===== src/rtl/text_lcd_pkg.sv =====
// Shared constants, sequencer state encoding and a clog2 helper for the text LCD blocks.
package text_lcd_pkg;

    localparam logic [7:0] LCD_CMD_CLEAR  = 8'h01;
    localparam logic [7:0] LCD_CMD_DDRAM  = 8'h80;
    localparam logic [7:0] LCD_ROW1_OFS   = 8'h40;
    localparam logic [7:0] LCD_CHAR_SPACE = 8'h20;

    typedef enum logic [2:0] {
        S_WAIT_INIT,
        S_IDLE,
        S_CLEAR,
        S_ROW_ADDR,
        S_ROW_CHARS
    } seq_state_e;

    function automatic int unsigned clog2(input int unsigned value);
        int unsigned width;
        width = 0;
        for (int unsigned v = value - 1; v > 0; v = v >> 1) width++;
        return width;
    endfunction

endpackage


===== src/rtl/text_lcd_frame_sequencer_if.sv =====
// Byte/command handshake between the frame sequencer (master) and text_lcd_ctrl (slave).
interface text_lcd_frame_sequencer_if;

    logic [7:0] lcd_data_out;
    logic       lcd_data_valid;
    logic       lcd_is_cmd;
    logic       lcd_data_ready;
    logic       lcd_init_done;

    modport master (
        output lcd_data_out, lcd_data_valid, lcd_is_cmd,
        input  lcd_data_ready, lcd_init_done
    );

    modport slave (
        input  lcd_data_out, lcd_data_valid, lcd_is_cmd,
        output lcd_data_ready, lcd_init_done
    );

endinterface


===== src/rtl/text_lcd_char_buf.sv =====
// ROWS x COLS shadow character store: one write port, combinational read, one-cycle blank fill.
module text_lcd_char_buf
    import text_lcd_pkg::*;
#(
    parameter int unsigned COLS = 16,
    parameter int unsigned ROWS = 2
) (
    input  logic       clk,
    input  logic       reset_n,
    input  logic       fill,
    input  logic       wr_en,
    input  logic       wr_row,
    input  logic [5:0] wr_col,
    input  logic [7:0] wr_char,
    input  logic       rd_row,
    input  logic [5:0] rd_col,
    output logic [7:0] rd_char
);

    logic [7:0] cells [ROWS*COLS];

    // Out-of-range addresses match no cell, so they are dropped without a separate check.
    always_ff @(posedge clk or negedge reset_n) begin
        if (!reset_n) begin
            for (int unsigned i = 0; i < ROWS*COLS; i++) cells[i] <= LCD_CHAR_SPACE;
        end else begin
            for (int unsigned r = 0; r < ROWS; r++) begin
                for (int unsigned c = 0; c < COLS; c++) begin
                    if (fill)
                        cells[r*COLS + c] <= LCD_CHAR_SPACE;
                    else if (wr_en && wr_row == r[0] && wr_col == c[5:0])
                        cells[r*COLS + c] <= wr_char;
                end
            end
        end
    end

    always_comb begin
        rd_char = LCD_CHAR_SPACE;
        for (int unsigned r = 0; r < ROWS; r++) begin
            for (int unsigned c = 0; c < COLS; c++) begin
                if (rd_row == r[0] && rd_col == c[5:0]) rd_char = cells[r*COLS + c];
            end
        end
    end

endmodule


===== src/rtl/text_lcd_frame_sequencer.sv =====
// Shadow-buffered full-screen sequencer feeding text_lcd_ctrl.
// Optional periodic refresh: define TEXT_LCD_SEQ_AUTO_REFRESH_EN.
module text_lcd_frame_sequencer
    import text_lcd_pkg::*;
#(
    parameter int unsigned CLK_HZ     = 50_000_000,
    parameter int unsigned COLS       = 16,
    parameter int unsigned ROWS       = 2,
    parameter int unsigned REFRESH_MS = 100
) (
    input  logic                              clk,
    input  logic                              reset_n,
    input  logic                              wr_en,
    input  logic                              wr_row,
    input  logic [5:0]                        wr_col,
    input  logic [7:0]                        wr_char,
    input  logic                              refresh_req,
    input  logic                              clear_req,
    text_lcd_frame_sequencer_if.master        lcd,
    output logic                              seq_busy,
    output logic                              frame_done,
    output logic                              dirty
);

    localparam logic [5:0] COL_LAST = 6'(COLS - 1);
    localparam logic       ROW_LAST = 1'(ROWS - 1);

    if (COLS < 1 || COLS > 40 || ROWS < 1 || ROWS > 2 || CLK_HZ < 1000 || REFRESH_MS < 1) begin : g_bad_param
        $error("text_lcd_frame_sequencer: parameter out of range");
    end

    seq_state_e state, state_n;
    logic       row, row_n;
    logic [5:0] col, col_n;
    logic       frame_start, clr_done, last_xfer;
    logic       xfer, wr_ok, load, is_cmd_n, tick;
    logic       pend_clr, pend_ref;
    logic [7:0] byte_n, rd_char;

    assign xfer  = lcd.lcd_data_valid && lcd.lcd_data_ready;
    assign wr_ok = wr_en && !clear_req && (wr_col <= COL_LAST) && (wr_row <= ROW_LAST);

    text_lcd_char_buf #(.COLS(COLS), .ROWS(ROWS)) u_buf (
        .clk     (clk),
        .reset_n (reset_n),
        .fill    (clear_req),
        .wr_en   (wr_en),
        .wr_row  (wr_row),
        .wr_col  (wr_col),
        .wr_char (wr_char),
        .rd_row  (row_n),
        .rd_col  (col_n),
        .rd_char (rd_char)
    );

`ifdef TEXT_LCD_SEQ_AUTO_REFRESH_EN
    localparam int unsigned PERIOD = CLK_HZ / 1000 * REFRESH_MS;
    localparam int unsigned TW     = (clog2(PERIOD) < 1) ? 1 : clog2(PERIOD);
    logic [TW-1:0] tmr;

    always_ff @(posedge clk or negedge reset_n) begin
        if (!reset_n)  tmr <= '0;
        else if (tick) tmr <= '0;
        else           tmr <= tmr + 1'b1;
    end

    always_comb tick = (tmr == TW'(PERIOD - 1));
`else
    always_comb tick = 1'b0;
`endif

    always_comb begin
        state_n     = state;
        row_n       = row;
        col_n       = col;
        frame_start = 1'b0;
        clr_done    = 1'b0;
        last_xfer   = 1'b0;
        unique case (state)
            S_WAIT_INIT: if (lcd.lcd_init_done) state_n = S_IDLE;
            S_IDLE: begin
                if (pend_clr) begin
                    state_n = S_CLEAR;
                end else if (pend_ref) begin
                    state_n     = S_ROW_ADDR;
                    row_n       = 1'b0;
                    frame_start = 1'b1;
                end
            end
            S_CLEAR: if (xfer) begin
                state_n     = S_ROW_ADDR;
                row_n       = 1'b0;
                frame_start = 1'b1;
                clr_done    = 1'b1;
            end
            S_ROW_ADDR: if (xfer) begin
                state_n = S_ROW_CHARS;
                col_n   = '0;
            end
            S_ROW_CHARS: if (xfer) begin
                if (col == COL_LAST) begin
                    if (row == ROW_LAST) begin
                        state_n   = S_IDLE;
                        last_xfer = 1'b1;
                    end else begin
                        state_n = S_ROW_ADDR;
                        row_n   = 1'b1;
                    end
                end else begin
                    col_n = col + 6'd1;
                end
            end
            default: state_n = S_WAIT_INIT;
        endcase
    end

    // The output register reloads only when empty or draining, so a presented byte never changes.
    always_comb begin
        load     = 1'b0;
        byte_n   = '0;
        is_cmd_n = 1'b0;
        if (!lcd.lcd_data_valid || xfer) begin
            unique case (state_n)
                S_CLEAR: begin
                    load     = 1'b1;
                    byte_n   = LCD_CMD_CLEAR;
                    is_cmd_n = 1'b1;
                end
                S_ROW_ADDR: begin
                    load     = 1'b1;
                    byte_n   = LCD_CMD_DDRAM | (row_n ? LCD_ROW1_OFS : 8'h00);
                    is_cmd_n = 1'b1;
                end
                S_ROW_CHARS: begin
                    load   = 1'b1;
                    byte_n = rd_char;
                end
                default: load = 1'b0;
            endcase
        end
    end

    always_comb seq_busy = (state != S_IDLE);

    always_ff @(posedge clk or negedge reset_n) begin
        if (!reset_n) begin
            state              <= S_WAIT_INIT;
            row                <= 1'b0;
            col                <= '0;
            lcd.lcd_data_out   <= '0;
            lcd.lcd_data_valid <= 1'b0;
            lcd.lcd_is_cmd     <= 1'b0;
            frame_done         <= 1'b0;
            dirty              <= 1'b0;
            pend_clr           <= 1'b0;
            pend_ref           <= 1'b0;
        end else begin
            state      <= state_n;
            row        <= row_n;
            col        <= col_n;
            frame_done <= last_xfer;
            if (load) begin
                lcd.lcd_data_out   <= byte_n;
                lcd.lcd_is_cmd     <= is_cmd_n;
                lcd.lcd_data_valid <= 1'b1;
            end else if (xfer) begin
                lcd.lcd_data_valid <= 1'b0;
            end
            if (wr_ok)            dirty <= 1'b1;
            else if (frame_start) dirty <= 1'b0;
            // At frame start the old dirty must not re-arm the request it is being cleared with.
            if (frame_start) pend_ref <= refresh_req | tick;
            else             pend_ref <= pend_ref | refresh_req | dirty | tick;
            if (clear_req)     pend_clr <= 1'b1;
            else if (clr_done) pend_clr <= 1'b0;
        end
    end

endmodule


===== src/flat_wrapper.sv =====
// flat-port wrapper written by rule: the top's interface ports become plain ports
module text_lcd_frame_sequencer_flat import text_lcd_pkg::*;
#(
    parameter int unsigned CLK_HZ     = 50_000_000,
    parameter int unsigned COLS       = 16,
    parameter int unsigned ROWS       = 2,
    parameter int unsigned REFRESH_MS = 100
)
  (clk, reset_n, wr_en, wr_row, wr_col, wr_char, refresh_req, clear_req, seq_busy, frame_done, dirty, lcd_lcd_data_out, lcd_lcd_data_valid, lcd_lcd_is_cmd, lcd_lcd_data_ready, lcd_lcd_init_done);
  text_lcd_frame_sequencer_if lcd_i ();
  input  logic clk;
  input  logic reset_n;
  input  logic wr_en;
  input  logic wr_row;
  input  logic [5:0] wr_col;
  input  logic [7:0] wr_char;
  input  logic refresh_req;
  input  logic clear_req;
  output logic seq_busy;
  output logic frame_done;
  output logic dirty;
  output wire logic [$bits(lcd_i.lcd_data_out)-1:0] lcd_lcd_data_out;
  output wire logic [$bits(lcd_i.lcd_data_valid)-1:0] lcd_lcd_data_valid;
  output wire logic [$bits(lcd_i.lcd_is_cmd)-1:0] lcd_lcd_is_cmd;
  input wire logic [$bits(lcd_i.lcd_data_ready)-1:0] lcd_lcd_data_ready;
  input wire logic [$bits(lcd_i.lcd_init_done)-1:0] lcd_lcd_init_done;
  assign lcd_lcd_data_out = lcd_i.lcd_data_out;
  assign lcd_lcd_data_valid = lcd_i.lcd_data_valid;
  assign lcd_lcd_is_cmd = lcd_i.lcd_is_cmd;
  assign lcd_i.lcd_data_ready = lcd_lcd_data_ready;
  assign lcd_i.lcd_init_done = lcd_lcd_init_done;
  text_lcd_frame_sequencer #(.CLK_HZ(CLK_HZ), .COLS(COLS), .ROWS(ROWS), .REFRESH_MS(REFRESH_MS)) u_core (.clk(clk), .reset_n(reset_n), .wr_en(wr_en), .wr_row(wr_row), .wr_col(wr_col), .wr_char(wr_char), .refresh_req(refresh_req), .clear_req(clear_req), .lcd(lcd_i), .seq_busy(seq_busy), .frame_done(frame_done), .dirty(dirty));
endmodule

===== config.mk =====
export PLATFORM = sky130hd
export DESIGN_NAME = text_lcd_frame_sequencer_flat
export DESIGN_NICKNAME = d
export VERILOG_FILES = /design/src/rtl/text_lcd_pkg.sv /design/src/rtl/text_lcd_frame_sequencer_if.sv /design/src/rtl/text_lcd_char_buf.sv /design/src/rtl/text_lcd_frame_sequencer.sv /design/src/flat_wrapper.sv
export SDC_FILE = /design/constraint.sdc
export NUM_CORES = 1
export LEC_CHECK = 0
export CAP_MARGIN = 30
export CORE_MARGIN = 2
export CORE_UTILIZATION = 63
export DETAILED_ROUTE_END_ITERATION = 8
export GPL_TIMING_DRIVEN = 0
export PLACE_DENSITY = 0.85
export SYNTH_ARGS = -nofsm -noshare
export SYNTH_HDL_FRONTEND = slang
export SYNTH_SLANG_ARGS = --single-unit

===== constraint.sdc =====
create_clock -name clk -period 3.9 [get_ports clk]
set_input_delay 0.78 -clock clk [delete_from_list [all_inputs] [get_ports clk]]
set_output_delay 0.78 -clock clk [all_outputs]
set_load 0.02 [all_outputs]

Yosys cells after proc, flatten, opt, wreduce, memory -nomap -nowiden
Index checks and enable logic that the tools add are counted. Widths: inputs -> output; s select.

Bits in registers: 280. Word-level logic and storage cells: 339. Output and inout port bits: 13.

Bitwise logic cells: 4. Add/sub/neg operators: 1. Reduce and logical (&&, ||, !) cells: 113. Mux-type cells: 138. Magnitude comparators: 2. Equal/unequal tests: 39.

Operators with widths (count): $mux 8 (97); $eq 6x4->1 const B (17); $logic_and 1x1->1 (70); $reduce_bool 2->1 (35); $eq 6x3->1 const B (8); $eq 6x2->1 const B (4); $mux 1 (24); $pmux 8 s3 (1); $mux 3 (7); $mux 6 (3); $pmux 3 s5 (1); $eq 3x2->1 const B (4); $eq 6x1->1 const B (2); $logic_not 6->1 (2); $pmux 6 s2 (1); $mux 7 (1); $add 6x1->6 const B (1); $eq 3x3->1 const B (2); $le 6x4->1 const B (1); $eq 3x1->1 const B (1); $logic_not 3->1 (1); $ne 3x1->1 const B (1); $pmux 1 s3 (1); $reduce_or 3->1 (1); other kinds (8) (11).

Logic depth before layout (Yosys ltp)
Depth in word-level cells: 40. Gate-level depth with buffers: 17. Depth with buffers taken out: 12.

By module
Synthesis repeated with hierarchy kept, for this count alone.

Cells, all modules: 1528. Area, all modules: 14830.5 um^2.

Modules (own cells, without submodules): text_lcd_char_buf (cells an instance 1403, times used 1, area each 13550.5 um^2, seq. area each 6446.2 um^2); text_lcd_frame_sequencer (cells an instance 125, times used 1, area each 1280.0 um^2, seq. area each 600.6 um^2).

Worst setup path before layout
No wires, ideal clock.

Kind: input to register. Start: input lcd_lcd_data_ready. End: register u_core.lcd.lcd_data_out[5]. Arrival: 3.074 ns. Library setup time: 0.144 ns. Data required time: 3.756 ns. Cell stages on the path: 13. Slack: 0.682 ns. Buffers on the path: 3. Cells stage by stage: nand3_1 or2_2 buf_2 a31oi_4 inv_2 buf_6 nor4_4 buf_4 nand2_2 o221ai_1 nor3_1 a21oi_1 o221ai_1.

Cells in the longest elaborated chain, start to end: 39. Elaborated cells between the ends (all ways): 101. Those cells by class: eq/ne: 18; mux: 46; bitwise: 1; reduce/logical: 36.

RTL lines: from (decl) (RTL line flat_wrapper.sv:25) `input wire logic [$bits(lcd_i.lcd_data_ready)-1:0] lcd_lcd_data_ready;`; $logic_and 1x1->1 * (RTL line text_lcd_frame_sequencer.sv:40) `assign xfer = lcd.lcd_data_valid && lcd.lcd_data_ready;`; $mux 6, on equally long branches (RTL line text_lcd_frame_sequencer.sv:100, text_lcd_frame_sequencer.sv:96); $pmux 6 s2 * (RTL line text_lcd_frame_sequencer.sv:79) `unique case (state)`; net u_core.col_n[1] (RTL line text_lcd_frame_sequencer.sv:34) `logic [5:0] col, col_n;`; $logic_not 6->1 (RTL line text_lcd_char_buf.sv:42) `if (rd_row == r[0] && rd_col == c[5:0]) rd_char = cells[r*COLS + c];`; $logic_and 1x1->1 (RTL line text_lcd_char_buf.sv:42); $mux 8 (31 in a row) (RTL line text_lcd_char_buf.sv:42); $mux 8 * (RTL line text_lcd_char_buf.sv:42); $pmux 8 s3 * (RTL line text_lcd_frame_sequencer.sv:123) `unique case (state_n)`; $mux 8 * (RTL line text_lcd_frame_sequencer.sv:122) `if (!lcd.lcd_data_valid || xfer) begin`; to (signal assigned) (RTL line text_lcd_frame_sequencer.sv:163) `lcd.lcd_data_out <= byte_n;`; to (decl) (RTL line text_lcd_frame_sequencer_if.sv:11) `output lcd_data_out, lcd_data_valid, lcd_is_cmd,`.

The timed path passes the listed nets; every way through them passes the cells marked *. A chain may end at the register's enable or synchronous reset.

Worst setup path after layout
Start: register u_core.state[1]. End: register u_core.lcd.lcd_data_out[5].

Cells in the longest elaborated chain, start to end: 38. Elaborated cells between the ends (all ways): 104. Those cells by class: eq/ne: 22; mux: 46; bitwise: 1; reduce/logical: 35.

RTL lines: from (decl) (RTL line text_lcd_frame_sequencer.sv:32) `seq_state_e state, state_n;`; from (signal assigned) (RTL line text_lcd_frame_sequencer.sv:158) `state <= state_n;`; $eq 3x3->1, or another cell as far along (RTL line text_lcd_frame_sequencer.sv:79); $pmux 6 s2 or $pmux 1 s3 (tied branches) (RTL line text_lcd_frame_sequencer.sv:79); $logic_not 6->1 or $not 1->1 (tied branches) (RTL line text_lcd_char_buf.sv:42); $logic_and 1x1->1 (RTL line text_lcd_char_buf.sv:42); $mux 8 (32 in a row) (RTL line text_lcd_char_buf.sv:42); $pmux 8 s3 (RTL line text_lcd_frame_sequencer.sv:123); $mux 8 (RTL line text_lcd_frame_sequencer.sv:122).

Parallel ways exist; a longest one is shown, timed or not.

==> flow_summary.json <==
{
  "regArea_um2": 7050,
  "yosysSeqAreaShare_pct": 47.4,
  "async_flop_share_pct": 100,
  "io_buffers": 29,
  "path_cells": "buf_6 -> or3b_1 -> buf_2 -> or4_4 -> o211ai_4 -> nor3_4 -> buf_4 -> nand2_1 -> o22ai_1 -> nor3_1 -> nand3_1 -> or3_1 -> o221ai_1",
  "slowest_delay_ns": 0.53,
  "ir_drop_mv": 0.463,
  "die_area_um2": 24800,
  "status": "finished, violations left",
  "path_class": "reg2reg",
  "ys_warn_count": 0,
  "ys_ff_latch": 280,
  "fill_cells": 1621,
  "setup_viol": 2,
  "power_mw": 8.12,
  "drtIter0Drc": 2450,
  "dr.pass1.iters": 8,
  "die_w_um": 158,
  "avgViaCountPerCell": 7.15,
  "cp.arrival_ns": 4.39,
  "ios": 35,
  "root_buffer": "clkbuf_16",
  "cap_violations": 0,
  "cp-start-kind": "register",
  "cts_htree_levels": 1,
  "grt_pass1_wl_um": 77600,
  "worstReg2RegStart": "u_core.state[1]$_DFF_PN0_",
  "cts_tree": "done",
  "min_period_ns": 3.91,
  "num_vias": 13786,
  "crit_required_ns": 4.38,
  "period_share_pct": 100,
  "coreArea_um2": 23300,
  "r2r_end": "u_core.lcd.lcd_data_out[5]$_DFFE_PN0P_",
  "clockBufferDepth": 3,
  "multi_input_area_um2": 7590,
  "grt_antenna_before_repair": 1,
  "synth-edff-count": 0,
  "drv_slew": 0,
  "finalHoldViolCount": 0,
  "grt_pass1_vias": 13037,
  "crit_fanout": 10,
  "startpoint": "u_core.state[1]$_DFF_PN0_",
  "synthTopCellsByArea": "dfrtp_1 (42%), mux2i_1 (16%), nor2_1 (7.3%), dfstp_2 (5.7%), nand2_1 (2.4%)",
  "crit_path_end": "u_core.lcd.lcd_data_out[5]$_DFFE_PN0P_",
  "worst-r2r-setup-slack_ns": -0.01,
  "syn_avg_cell_area_um2": 9.98,
  "finClkSkew_ns": 0.0107,
  "ys.flop_type": "dfrtp_1",
  "synth_common_cells": "nor2_1 (288), dfrtp_1 (248), mux2i_1 (231)",
  "setup_ws_ns": -0.0125,
  "max_slew_margin_pct": 26.3,
  "violations": "setup timing",
  "synth_top_area_cell": "dfrtp_1",
  "fmax_mhz": 256,
  "ys_types": 86,
  "grtUsageTotal_pct": 41.8,
  "dp_hpwl_um": 35600,
  "clk_latency_ns": 0.57,
  "power.density_nw_per_um2": 472,
  "reg2regPathDepth": 13,
  "routed_wl_um": 52500,
  "p_leak_nw": 7.77,
  "overflow": 0,
  "clkSinkCount": 280,
  "worst_pin_slew_ns": 1.10,
  "place.gp.congestion": 1.01,
  "num_rows": 56,
  "nNetsFinal": 1608,
  "grt_max_degree": 128,
  "postRouteAntennaNets": 0,
  "synth_area_um2": 14900,
  "area_delta_synth_final_pct": 15.9,
  "worst_hold_path_type": "in2async",
  "floorplan.initialDensity_pct": 63.7,
  "wl_per_cell_um": 27.2,
  "cpMaxStageDelayCell": "or4_4",
  "clk_pin_slew_ns": 0.06,
  "die_h_um": 158,
  "placed_area_um2": 15700,
  "cts_buffers": 29,
  "fin_area_um2": 17200,
  "synth.most_common_cell": "nor2_1",
  "layout-drive-gt1-share_pct": 14.9,
  "synth_fp_nets": 1512,
  "end_kind": "register",
  "drc": 0,
  "synth_top_area_share_pct": 41.8,
  "netlist_instances": 1489
}
metal layers:
metal  track usage, %  share of wire (%)  wire (um)  up-vias
met5                0                  0          0        -
met4             23.3                7.7       4010        0
met3             14.5                 14       7550      351
met2             60.7                 42      21900     1183
met1             54.9                 36      19000     6633
li1                 -                  -          -     5619
power breakdown:
| part | internal [mW] | switching, mW | leakage (nW) |
|---|---|---|---|
| Sequential | 2.97 | 0.0667 | 3.77 |
| Combinational | 0.676 | 1.47 | 3.52 |
| Clock | 1.72 | 1.22 | 0.475 |
| Total | 5.37 | 2.76 | 7.77 |
worst max-delay path, delay by kind of cell (launching register included):
family,cells,cell delay (ns)
simple gates,7,2.36
buf+inv,3,0.54
compound gates,3,0.52
flops,1,0.39
area by class of cell:
class	count	area share, %
sequential	280	40.9
inverter	13	0.283
clock buffer	40	4.45
tap	319	2.32
multi-input combinational	1095	44.1
timing repair buffer	65	3.71
antenna	2	0.0291
clock inverter	14	1.26
buffer	101	2.96
logic make-up after synthesis:
family,share of synthesized area [%]
adders and majority gates,0.0842
muxes,15.9
and+or+nand+nor,17.9
buffers and inverters,3.54
AOI/OAI and AO/OA,15.2
DFF,47.4
how the worst min path moves through the flow:
| stage | from | endpoint | slack (ns) | depth (start not counted) |
|---|---|---|---|---|
| finish | reset_n | u_core.col[5]$_DFF_PN0_ | 0.09 | 1 |
| global route | reset_n | u_core.u_buf.cells[204]$_DFFE_PN0P_ | 0.12 | 1 |
| CTS | reset_n | u_core.u_buf.cells[195]$_DFFE_PN0P_ | 0.11 | 1 |
| detailed placement | u_core.lcd.lcd_is_cmd$_DFFE_PN0P_ | u_core.lcd.lcd_is_cmd$_DFFE_PN0P_ | 0.50 | 1 |
| global placement | u_core.u_buf.cells[253]$_DFFE_PN1P_ | u_core.u_buf.cells[253]$_DFFE_PN1P_ | 0.48 | 2 |
| floorplan | u_core.u_buf.cells[253]$_DFFE_PN1P_ | u_core.u_buf.cells[253]$_DFFE_PN1P_ | 0.47 | 2 |
registers in the layout, indices dropped and copies added (netlist names):
name and cells:
u_core.lcd.lcd_is_cmd 1, u_core.col 6, u_core.state 3, u_core.pend_ref 1
u_core.row 1, u_core.lcd.lcd_data_out 8, u_core.lcd.lcd_data_valid 1, u_core.u_buf.cells 256
u_core.pend_clr 1, u_core.dirty 1, u_core.frame_done 1
timing repair:
item                                    4_1_cts  5_1_grt
pin swaps                                     4       16
endpoints found under the setup margin        8        8
hold buffers                                  0        0
resized for setup                            37       36
setup buffers                                 6       15
cells in the final DEF, fill, tap and decap left out, drive strengths merged, types with 5 or more instances in the layout:
cell type      instances
dfrtp                248
a221oi                10
a32oi                 11
nand2                100
nor2b                 19
bufinv                 5
inv                   17
a31oi                 13
a22o                   6
o2111ai                8
mux2i                231
o21ai                 54
a211o                 33
nand2b                 7
or2                    5
clkdlybuf4s50         27
clkbuf               111
nor4                   6
or3                    5
o31ai                  5
a222oi                 6
a221o                  5
o32ai                  5
a211oi                13
a22oi                 19
o221ai                 7
nand4                 11
buf                   66
nand3                 38
o211ai                 9
and3                  22
o22ai                 21
nor3                  29
dfstp                 32
nor2                 289
a21oi                 40
stage by stage:
| stage | setup slack (ns) | hold slack [ns] | util, % | instances | setup TNS, ns |
|---|---|---|---|---|---|
| floorplan | 0.682 | 0.469 | - | 1489 | 0 |
| global placement | -9.72 | 0.485 | 66.7 | 1837 | -2608.76 |
| detailed placement | -1.36 | 0.495 | 67.3 | 1850 | -8.51 |
| finish | -0.0125 | 0.0870 | 73.8 | 1929 | -0.0153 |
| CTS | -0.0583 | 0.108 | 72.5 | 1910 | -0.0859 |
| global route | -0.0421 | 0.124 | 73.8 | 1927 | -0.0963 |
(Power assumes the default switching activity.)
